[config.mk]
export PLATFORM = sky130hd
export DESIGN_NAME = gf_power_column_seq_flat
export DESIGN_NICKNAME = d
export VERILOG_FILES = /design/src/rtl/gf_pkg.sv /design/src/rtl/gf_power_column_seq_if.sv /design/src/rtl/gf_const_mult.sv /design/src/rtl/gf_power_column_seq.sv /design/src/flat_wrapper.sv
export SDC_FILE = /design/constraint.sdc
export NUM_CORES = 1
export LEC_CHECK = 0
export BUFFER_PORTS_ARGS = -buffer_cell sky130_fd_sc_hd__buf_2
export CAP_MARGIN = 20
export CELL_PAD_IN_SITES_DETAIL_PLACEMENT = 1
export CELL_PAD_IN_SITES_GLOBAL_PLACEMENT = 1
export CORE_MARGIN = 3
export CORE_UTILIZATION = 42
export CTS_CLUSTER_SIZE = 16
export DETAILED_ROUTE_END_ITERATION = 8
export GPL_ROUTABILITY_DRIVEN = 1
export PLACE_DENSITY_LB_ADDON = 0.1
export SETUP_SLACK_MARGIN = 0.15
export SYNTH_ARGS = -nofsm -noshare
export SYNTH_HDL_FRONTEND = slang
export SYNTH_HIERARCHICAL = 1
export SYNTH_SLANG_ARGS = --single-unit
[constraint.sdc]
create_clock -name clk -period 2.6 [get_ports clk]
set_input_delay 0.13 -clock clk [delete_from_list [all_inputs] [get_ports clk]]
set_output_delay 0.13 -clock clk [all_outputs]
set_load 0.02 [all_outputs]
[src/rtl/gf_pkg.sv]
// Shared GF(2^M) constants, constant-function helpers and FSM state type for the
// power-column sequencer. Helpers run at elaboration only.
package gf_pkg;

  localparam int          GF_M_DEF    = 13;
  localparam logic [31:0] GF_POLY_DEF = 32'h0000_201B;
  localparam int          GF_MAX_M    = 32;

  typedef enum logic [0:0] {
    IDLE = 1'b0,
    RUN  = 1'b1
  } state_e;

  // Bit-serial product a*b modulo poly; poly carries the x^m term so the overflow bit clears itself.
  function automatic logic [31:0] gf_mul(input logic [31:0] a, input logic [31:0] b,
                                         input int m, input logic [31:0] poly);
    logic [31:0] acc;
    logic [31:0] sh;
    acc = 32'd0;
    sh  = a;
    for (int i = 0; i < m; i++) begin
      acc = acc ^ (sh & {32{b[i]}});
      sh  = sh << 1;
      sh  = sh ^ (poly & {32{sh[m]}});
    end
    return acc;
  endfunction

  // alpha^e by square-and-multiply after reducing e modulo the multiplicative group order.
  function automatic logic [31:0] gf_alpha_pow(input int e, input int m, input logic [31:0] poly);
    logic [63:0] ord;
    logic [63:0] e_red;
    logic [31:0] res;
    logic [31:0] base;
    ord   = (64'd1 << m) - 64'd1;
    e_red = 64'(e) % ord;
    res   = 32'd1;
    base  = 32'd2;
    for (int i = 0; i < 32; i++) begin
      res  = e_red[i] ? gf_mul(res, base, m, poly) : res;
      base = gf_mul(base, base, m, poly);
    end
    return res;
  endfunction

  // Column i (bits [i*GF_MAX_M +: GF_MAX_M]) holds alpha^e * x^i.
  function automatic logic [GF_MAX_M*GF_MAX_M-1:0] gf_const_matrix(input int e, input int m,
                                                                    input logic [31:0] poly);
    logic [GF_MAX_M*GF_MAX_M-1:0] mat;
    logic [31:0]                  col;
    mat = {(GF_MAX_M*GF_MAX_M){1'b0}};
    col = gf_alpha_pow(e, m, poly);
    for (int i = 0; i < m; i++) begin
      mat[i*GF_MAX_M +: GF_MAX_M] = col;
      col = gf_mul(col, 32'd2, m, poly);
    end
    return mat;
  endfunction

endpackage

[src/rtl/gf_power_column_seq_if.sv]
// Load and beat-stream handshake bundle of the power-column sequencer.
interface gf_power_column_seq_if
  import gf_pkg::*;
#(
  parameter int M     = GF_M_DEF,
  parameter int LANES = 8,
  parameter int CW    = 8
);
  logic                 load_valid;
  logic                 load_ready;
  logic [M-1:0]         load_data;
  logic [CW-1:0]        load_steps;
  logic                 out_valid;
  logic                 out_ready;
  logic [LANES*M-1:0]   out_data;
  logic [CW-1:0]        out_idx;
  logic                 out_last;
  logic                 busy;

  modport master (
    output load_valid, load_data, load_steps, out_ready,
    input  load_ready, out_valid, out_data, out_idx, out_last, busy
  );

  modport slave (
    input  load_valid, load_data, load_steps, out_ready,
    output load_ready, out_valid, out_data, out_idx, out_last, busy
  );
endinterface

[src/rtl/gf_const_mult.sv]
// Combinational multiply by the constant alpha^EXP: a fixed XOR matrix, no tables.
module gf_const_mult
  import gf_pkg::*;
#(
  parameter int          M         = GF_M_DEF,
  parameter logic [31:0] PRIM_POLY = GF_POLY_DEF,
  parameter int          EXP       = 0
) (
  input  logic [M-1:0] x,
  output logic [M-1:0] y
);

  localparam logic [GF_MAX_M*GF_MAX_M-1:0] MAT = gf_const_matrix(EXP, M, PRIM_POLY);

  // XOR together the matrix columns selected by the set bits of x.
  always_comb begin
    y = {M{1'b0}};
    for (int i = 0; i < M; i++) begin
      y = y ^ (MAT[i*GF_MAX_M +: M] & {M{x[i]}});
    end
  end

endmodule

[src/rtl/gf_power_column_seq.sv]
// Streams beats of LANES constant-power products of a loaded element b, advancing the
// column by alpha^STEP_EXP per accepted beat.
module gf_power_column_seq
  import gf_pkg::*;
#(
  parameter int          M         = GF_M_DEF,
  parameter logic [31:0] PRIM_POLY = GF_POLY_DEF,
  parameter int          LANES     = 8,
  parameter int          BASE_EXP  = 1,
  parameter int          LANE_EXP  = 1,
  parameter int          STEP_EXP  = 8,
  parameter int          CW        = 8
) (
  input logic                  clk,
  input logic                  rst_n,
  gf_power_column_seq_if.slave bus
);

  localparam logic [CW-1:0] CNT_ONE = CW'(1);

  state_e               state_r;
  state_e               state_nxt_s;
  logic                 load_run_s;
  logic                 beat_fire_s;
  logic [M-1:0]         r_r;
  logic [M-1:0]         base_s;
  logic [M-1:0]         step_s;
  logic [M-1:0]         r_nxt_s;
  logic [LANES*M-1:0]   lanes_s;
  logic [CW-1:0]        steps_r;
  logic [CW-1:0]        k_r;
  logic [LANES*M-1:0]   out_data_r;
  logic                 out_valid_r;
  logic                 out_last_r;

  gf_const_mult #(.M(M), .PRIM_POLY(PRIM_POLY), .EXP(BASE_EXP)) u_base (
    .x (bus.load_data),
    .y (base_s)
  );

  gf_const_mult #(.M(M), .PRIM_POLY(PRIM_POLY), .EXP(STEP_EXP)) u_step (
    .x (r_r),
    .y (step_s)
  );

  // Lanes are computed from the value r is about to take, so out_data is registered alongside r.
  assign r_nxt_s = load_run_s ? base_s : step_s;

  for (genvar j = 0; j < LANES; j++) begin : g_lane
    gf_const_mult #(.M(M), .PRIM_POLY(PRIM_POLY), .EXP(j*LANE_EXP)) u_lane (
      .x (r_nxt_s),
      .y (lanes_s[j*M +: M])
    );
  end

  // Next-state and handshake decode.
  always_comb begin
    state_nxt_s = state_r;
    load_run_s  = 1'b0;
    beat_fire_s = 1'b0;
    case (state_r)
      IDLE: begin
        if (bus.load_valid && (bus.load_steps != {CW{1'b0}})) begin
          load_run_s  = 1'b1;
          state_nxt_s = RUN;
        end else begin
          state_nxt_s = IDLE;
        end
      end
      RUN: begin
        beat_fire_s = out_valid_r && bus.out_ready;
        if (beat_fire_s && out_last_r) begin
          state_nxt_s = IDLE;
        end else begin
          state_nxt_s = RUN;
        end
      end
      default: begin
        state_nxt_s = IDLE;
      end
    endcase
  end

  // State register.
  always_ff @(posedge clk or negedge rst_n) begin
    if (!rst_n) begin
      state_r <= IDLE;
    end else begin
      state_r <= state_nxt_s;
    end
  end

  // Column register, beat counter and output bank; all hold under backpressure.
  always_ff @(posedge clk or negedge rst_n) begin
    if (!rst_n) begin
      r_r         <= {M{1'b0}};
      steps_r     <= {CW{1'b0}};
      k_r         <= {CW{1'b0}};
      out_data_r  <= {(LANES*M){1'b0}};
      out_valid_r <= 1'b0;
      out_last_r  <= 1'b0;
    end else if (load_run_s) begin
      r_r         <= base_s;
      steps_r     <= bus.load_steps;
      k_r         <= {CW{1'b0}};
      out_data_r  <= lanes_s;
      out_valid_r <= 1'b1;
      out_last_r  <= (bus.load_steps == CNT_ONE);
    end else if (beat_fire_s) begin
      if (out_last_r) begin
        out_valid_r <= 1'b0;
        out_last_r  <= 1'b0;
      end else begin
        r_r         <= step_s;
        k_r         <= k_r + CNT_ONE;
        out_data_r  <= lanes_s;
        out_last_r  <= ((k_r + CNT_ONE) == (steps_r - CNT_ONE));
      end
    end else begin
      r_r <= r_r;
    end
  end

  assign bus.load_ready = (state_r == IDLE);
  assign bus.busy       = (state_r != IDLE);
  assign bus.out_valid  = out_valid_r;
  assign bus.out_data   = out_data_r;
  assign bus.out_idx    = k_r;
  assign bus.out_last   = out_last_r;

endmodule

[src/flat_wrapper.sv]
// flat-port wrapper written by rule: the top's interface ports become plain ports
module gf_power_column_seq_flat import gf_pkg::*;
#(
  parameter int          M         = GF_M_DEF,
  parameter logic [31:0] PRIM_POLY = GF_POLY_DEF,
  parameter int          LANES     = 8,
  parameter int          BASE_EXP  = 1,
  parameter int          LANE_EXP  = 1,
  parameter int          STEP_EXP  = 8,
  parameter int          CW        = 8
)
  (clk, rst_n, bus_load_valid, bus_load_data, bus_load_steps, bus_out_ready, bus_load_ready, bus_out_valid, bus_out_data, bus_out_idx, bus_out_last, bus_busy);
  gf_power_column_seq_if #(.M(M), .LANES(LANES), .CW(CW)) bus_i ();
  input logic clk;
  input logic rst_n;
  input wire logic [$bits(bus_i.load_valid)-1:0] bus_load_valid;
  input wire logic [$bits(bus_i.load_data)-1:0] bus_load_data;
  input wire logic [$bits(bus_i.load_steps)-1:0] bus_load_steps;
  input wire logic [$bits(bus_i.out_ready)-1:0] bus_out_ready;
  output wire logic [$bits(bus_i.load_ready)-1:0] bus_load_ready;
  output wire logic [$bits(bus_i.out_valid)-1:0] bus_out_valid;
  output wire logic [$bits(bus_i.out_data)-1:0] bus_out_data;
  output wire logic [$bits(bus_i.out_idx)-1:0] bus_out_idx;
  output wire logic [$bits(bus_i.out_last)-1:0] bus_out_last;
  output wire logic [$bits(bus_i.busy)-1:0] bus_busy;
  assign bus_i.load_valid = bus_load_valid;
  assign bus_i.load_data = bus_load_data;
  assign bus_i.load_steps = bus_load_steps;
  assign bus_i.out_ready = bus_out_ready;
  assign bus_load_ready = bus_i.load_ready;
  assign bus_out_valid = bus_i.out_valid;
  assign bus_out_data = bus_i.out_data;
  assign bus_out_idx = bus_i.out_idx;
  assign bus_out_last = bus_i.out_last;
  assign bus_busy = bus_i.busy;
  gf_power_column_seq #(.M(M), .PRIM_POLY(PRIM_POLY), .LANES(LANES), .BASE_EXP(BASE_EXP), .LANE_EXP(LANE_EXP), .STEP_EXP(STEP_EXP), .CW(CW)) u_core (.clk(clk), .rst_n(rst_n), .bus(bus_i));
endmodule
==> reports/metrics.yaml <==
core_area_um2: 17480
die_y_um: 140.5
htreeDepth: 4
critPathMostFrequentCell: "nand2_1"
max_slew_margin_pct: 63.20
grt_pass1_wl_mm: 28.73
grt_pass1_vias: 5196
path_clk_slew_ns: 0.06
synth_commonest_cells: "dfrtp_1 (136), mux2_4 (94), buf_4 (68), nand2_1 (66), xnor2_1 (59)"
path_cells: "and2b_1 -> nand2_1 -> buf_4 -> nand2_1 -> nand2_8 -> xor3_1 -> mux2_4"
cp_slowest_cell: "dfrtp_1"
grt_usage_pct: 18.49
synth_edf_count: 0
worstPathArrival_ns: 2.60
place_area_um2: 8069
dieArea_um2: 19740
place_congestion: 0.7830
grt.overflow.total: 0
hold_violations: 0
fin_nets: 729
grt_start_max_net_pins: 67
worst_path_largest_cell_delay_ns: 0.43
ys_top_cells_by_area: "dfrtp_1 (45%), mux2_4 (19%), xnor2_1 (6.8%)"
yosysWarnings: 6
endpoint_kind: "flop"
crit_family: "simple AND/OR/NAND/NOR gates"
numPortBuffers: 140
wl_per_cell_um: 18.99
initial_core_util_pct: 43.46
cts_tree: "yes"
cts_inserted_buffers: 17
avgSynthCellArea_um2: 12.75
antenna_found_initial: 0
endpoint: "u_core/bus.out_data[44]"
async_reset_ff_share_pct: 100.0
clk_latency_ns: 0.41
worstPathRequired_ns: 2.90
post_cts_buffers: 0
r2r_cells: 7
die_x_um: 140.5
max_freq_mhz: 433.9
drv_cap: 0
viasPerCell: 4.879
drt_pass1_iterations: 4
post-route-drc-count: 0
finalMaxSlewViolations: 0
fin_tns_setup_ns: 0
num_vias: 4586
area_growth_pct: 16.80
synth_flop_cell: "dfrtp_1"
syn-instance-count: 596
r2r_start: "u_core/bus.busy"
synth_cell_types: 37
hold_class: "in -> reg"
clock_skew_ns: 0.008897
stdcell_area_um2: 8872
clock_path_buffers: 2
routed_wl_mm: 17.85
rows: 48
rrSetupSlack_ns: 0.30
cts-root-buf: "clkbuf_16"
n_antenna_cell: 0
cp_num_cells: 7
numClockSinks: 136
period_minus_slack_ns: 2.305
io_pins: 141
yosys.area.top_type: "dfrtp_1"
start_kind: "flop"
ant_nets: 0
run_status: "complete, no violations"
seq_area_frac_synth_pct: 44.80
drtIter0Drc: 160
r2r-end: "u_core/bus.out_data[44]"
dp_hpwl_mm: 12.37
syn-num-nets: 623
rsz0062_at_grt: "false"
worstMarginPinSlew_ns: 0.5506
path_class: "reg -> reg"
drive_gt1_share_pct: 43.78
netlist.area_leader.share_pct: 44.80
crit_buf_inv: 1
ys_seq_elements: 136
setup_viol: 0
path_max_fanout: 14
synth_most_common_cell: "dfrtp_1"
startpoint: "u_core/bus.busy"
syn_area_um2: 7596
min_period_over_period_pct: 88.65
==> state kept, by name, summed over array words and instances, names as in the netlist <==
name,flops
u_core/r_r,13
u_core/bus.out_last,1
u_core/steps_r,8
u_core/bus.busy,1
u_core/bus.out_data,104
u_core/bus.out_valid,1
u_core/bus.out_idx,8
==> worst register-to-register path, stage by stage (launching register included) <==
cell     delay (ns)
dfrtp_1        0.43
and2b_1        0.22
nand2_1        0.09
buf_4          0.22
nand2_1        0.27
nand2_8        0.25
xor3_1         0.44
mux2_4         0.27
==> cells in the final DEF (no fill, tap or decap), drive strengths merged, types with 8 or more instances in the layout <==
cell	Yosys	layout
buf	84	161
dfrtp	136	136
mux2	105	105
nand2	66	67
xnor2	59	59
xor2	44	44
o21ai	26	26
clkbuf	6	18
dlygate4sd3	0	15
mux2i	15	15
nand3	8	8
==> timing repair <==
item	4_1_cts	5_1_grt
hold buffers	15	0
gates resized for setup	0	3
endpoints found under the setup margin	0	3
hold endpoints to repair	56	0
==> cell families after synthesis <==
| group | count (synthesis) | synth area share (%) |
|---|---|---|
| flops | 136 | 44.80 |
| mux | 120 | 22.19 |
| xor+xnor | 107 | 13.42 |
| simple gates | 98 | 5.831 |
| buf+inv | 95 | 10.54 |
| compound gates | 38 | 2.883 |
| fa+ha+maj | 2 | 0.3294 |
==> how the worst min path moves through the flow <==
stage,slack [ns],to,depth (start not counted),startpoint
CTS,0.02,u_core/r_r[0],3,bus_load_data[12]
global placement,0.09,u_core/bus.out_data[78],1,rst_n
detailed placement,0.09,u_core/bus.out_data[77],1,rst_n
floorplan,-0.17,u_core/bus.busy,0,rst_n
finish,0.04,u_core/r_r[0],3,bus_load_data[12]
global route,0.03,u_core/bus.out_valid,4,bus_out_ready
==> through the flow <==
step           util [%]  cells  setup slack (ns)  hold WS [ns]
3_5_place_dp      46.17    892            0.1233       0.09339
2_1_floorplan         -    596            0.1666       -0.1656
6_report          50.77    940            0.2952       0.04018
4_1_cts           50.62    939            0.2406       0.01695
3_3_place_gp      46.17    892            0.2441       0.09378
5_1_grt           50.77    940            0.1461       0.03341
==> layer usage <==
layer / part of all wire (%) / global-route usage (%) / up-vias
met4: 1.3 / 4.844 / 0
met2: 47 / 30.24 / 109
met3: 4.3 / 3.858 / 14
met5: 0 / 0 / -
li1: - / - / 2135
met1: 47 / 25.15 / 2328
==> area by class of cell <==
class	count	area, um^2
Clock buffer	18	429.2
Clock inverter	14	198.9
Fill cell	1858	8605
Inverter	5	18.77
Multi-Input combinational cell	366	3451
Sequential cell	136	3403
Tap cell	225	281.5
Timing Repair Buffer	176	1090
Power is not shown: default switching activity piles up to over one toggle a cycle in this logic, so the estimate is an artifact.
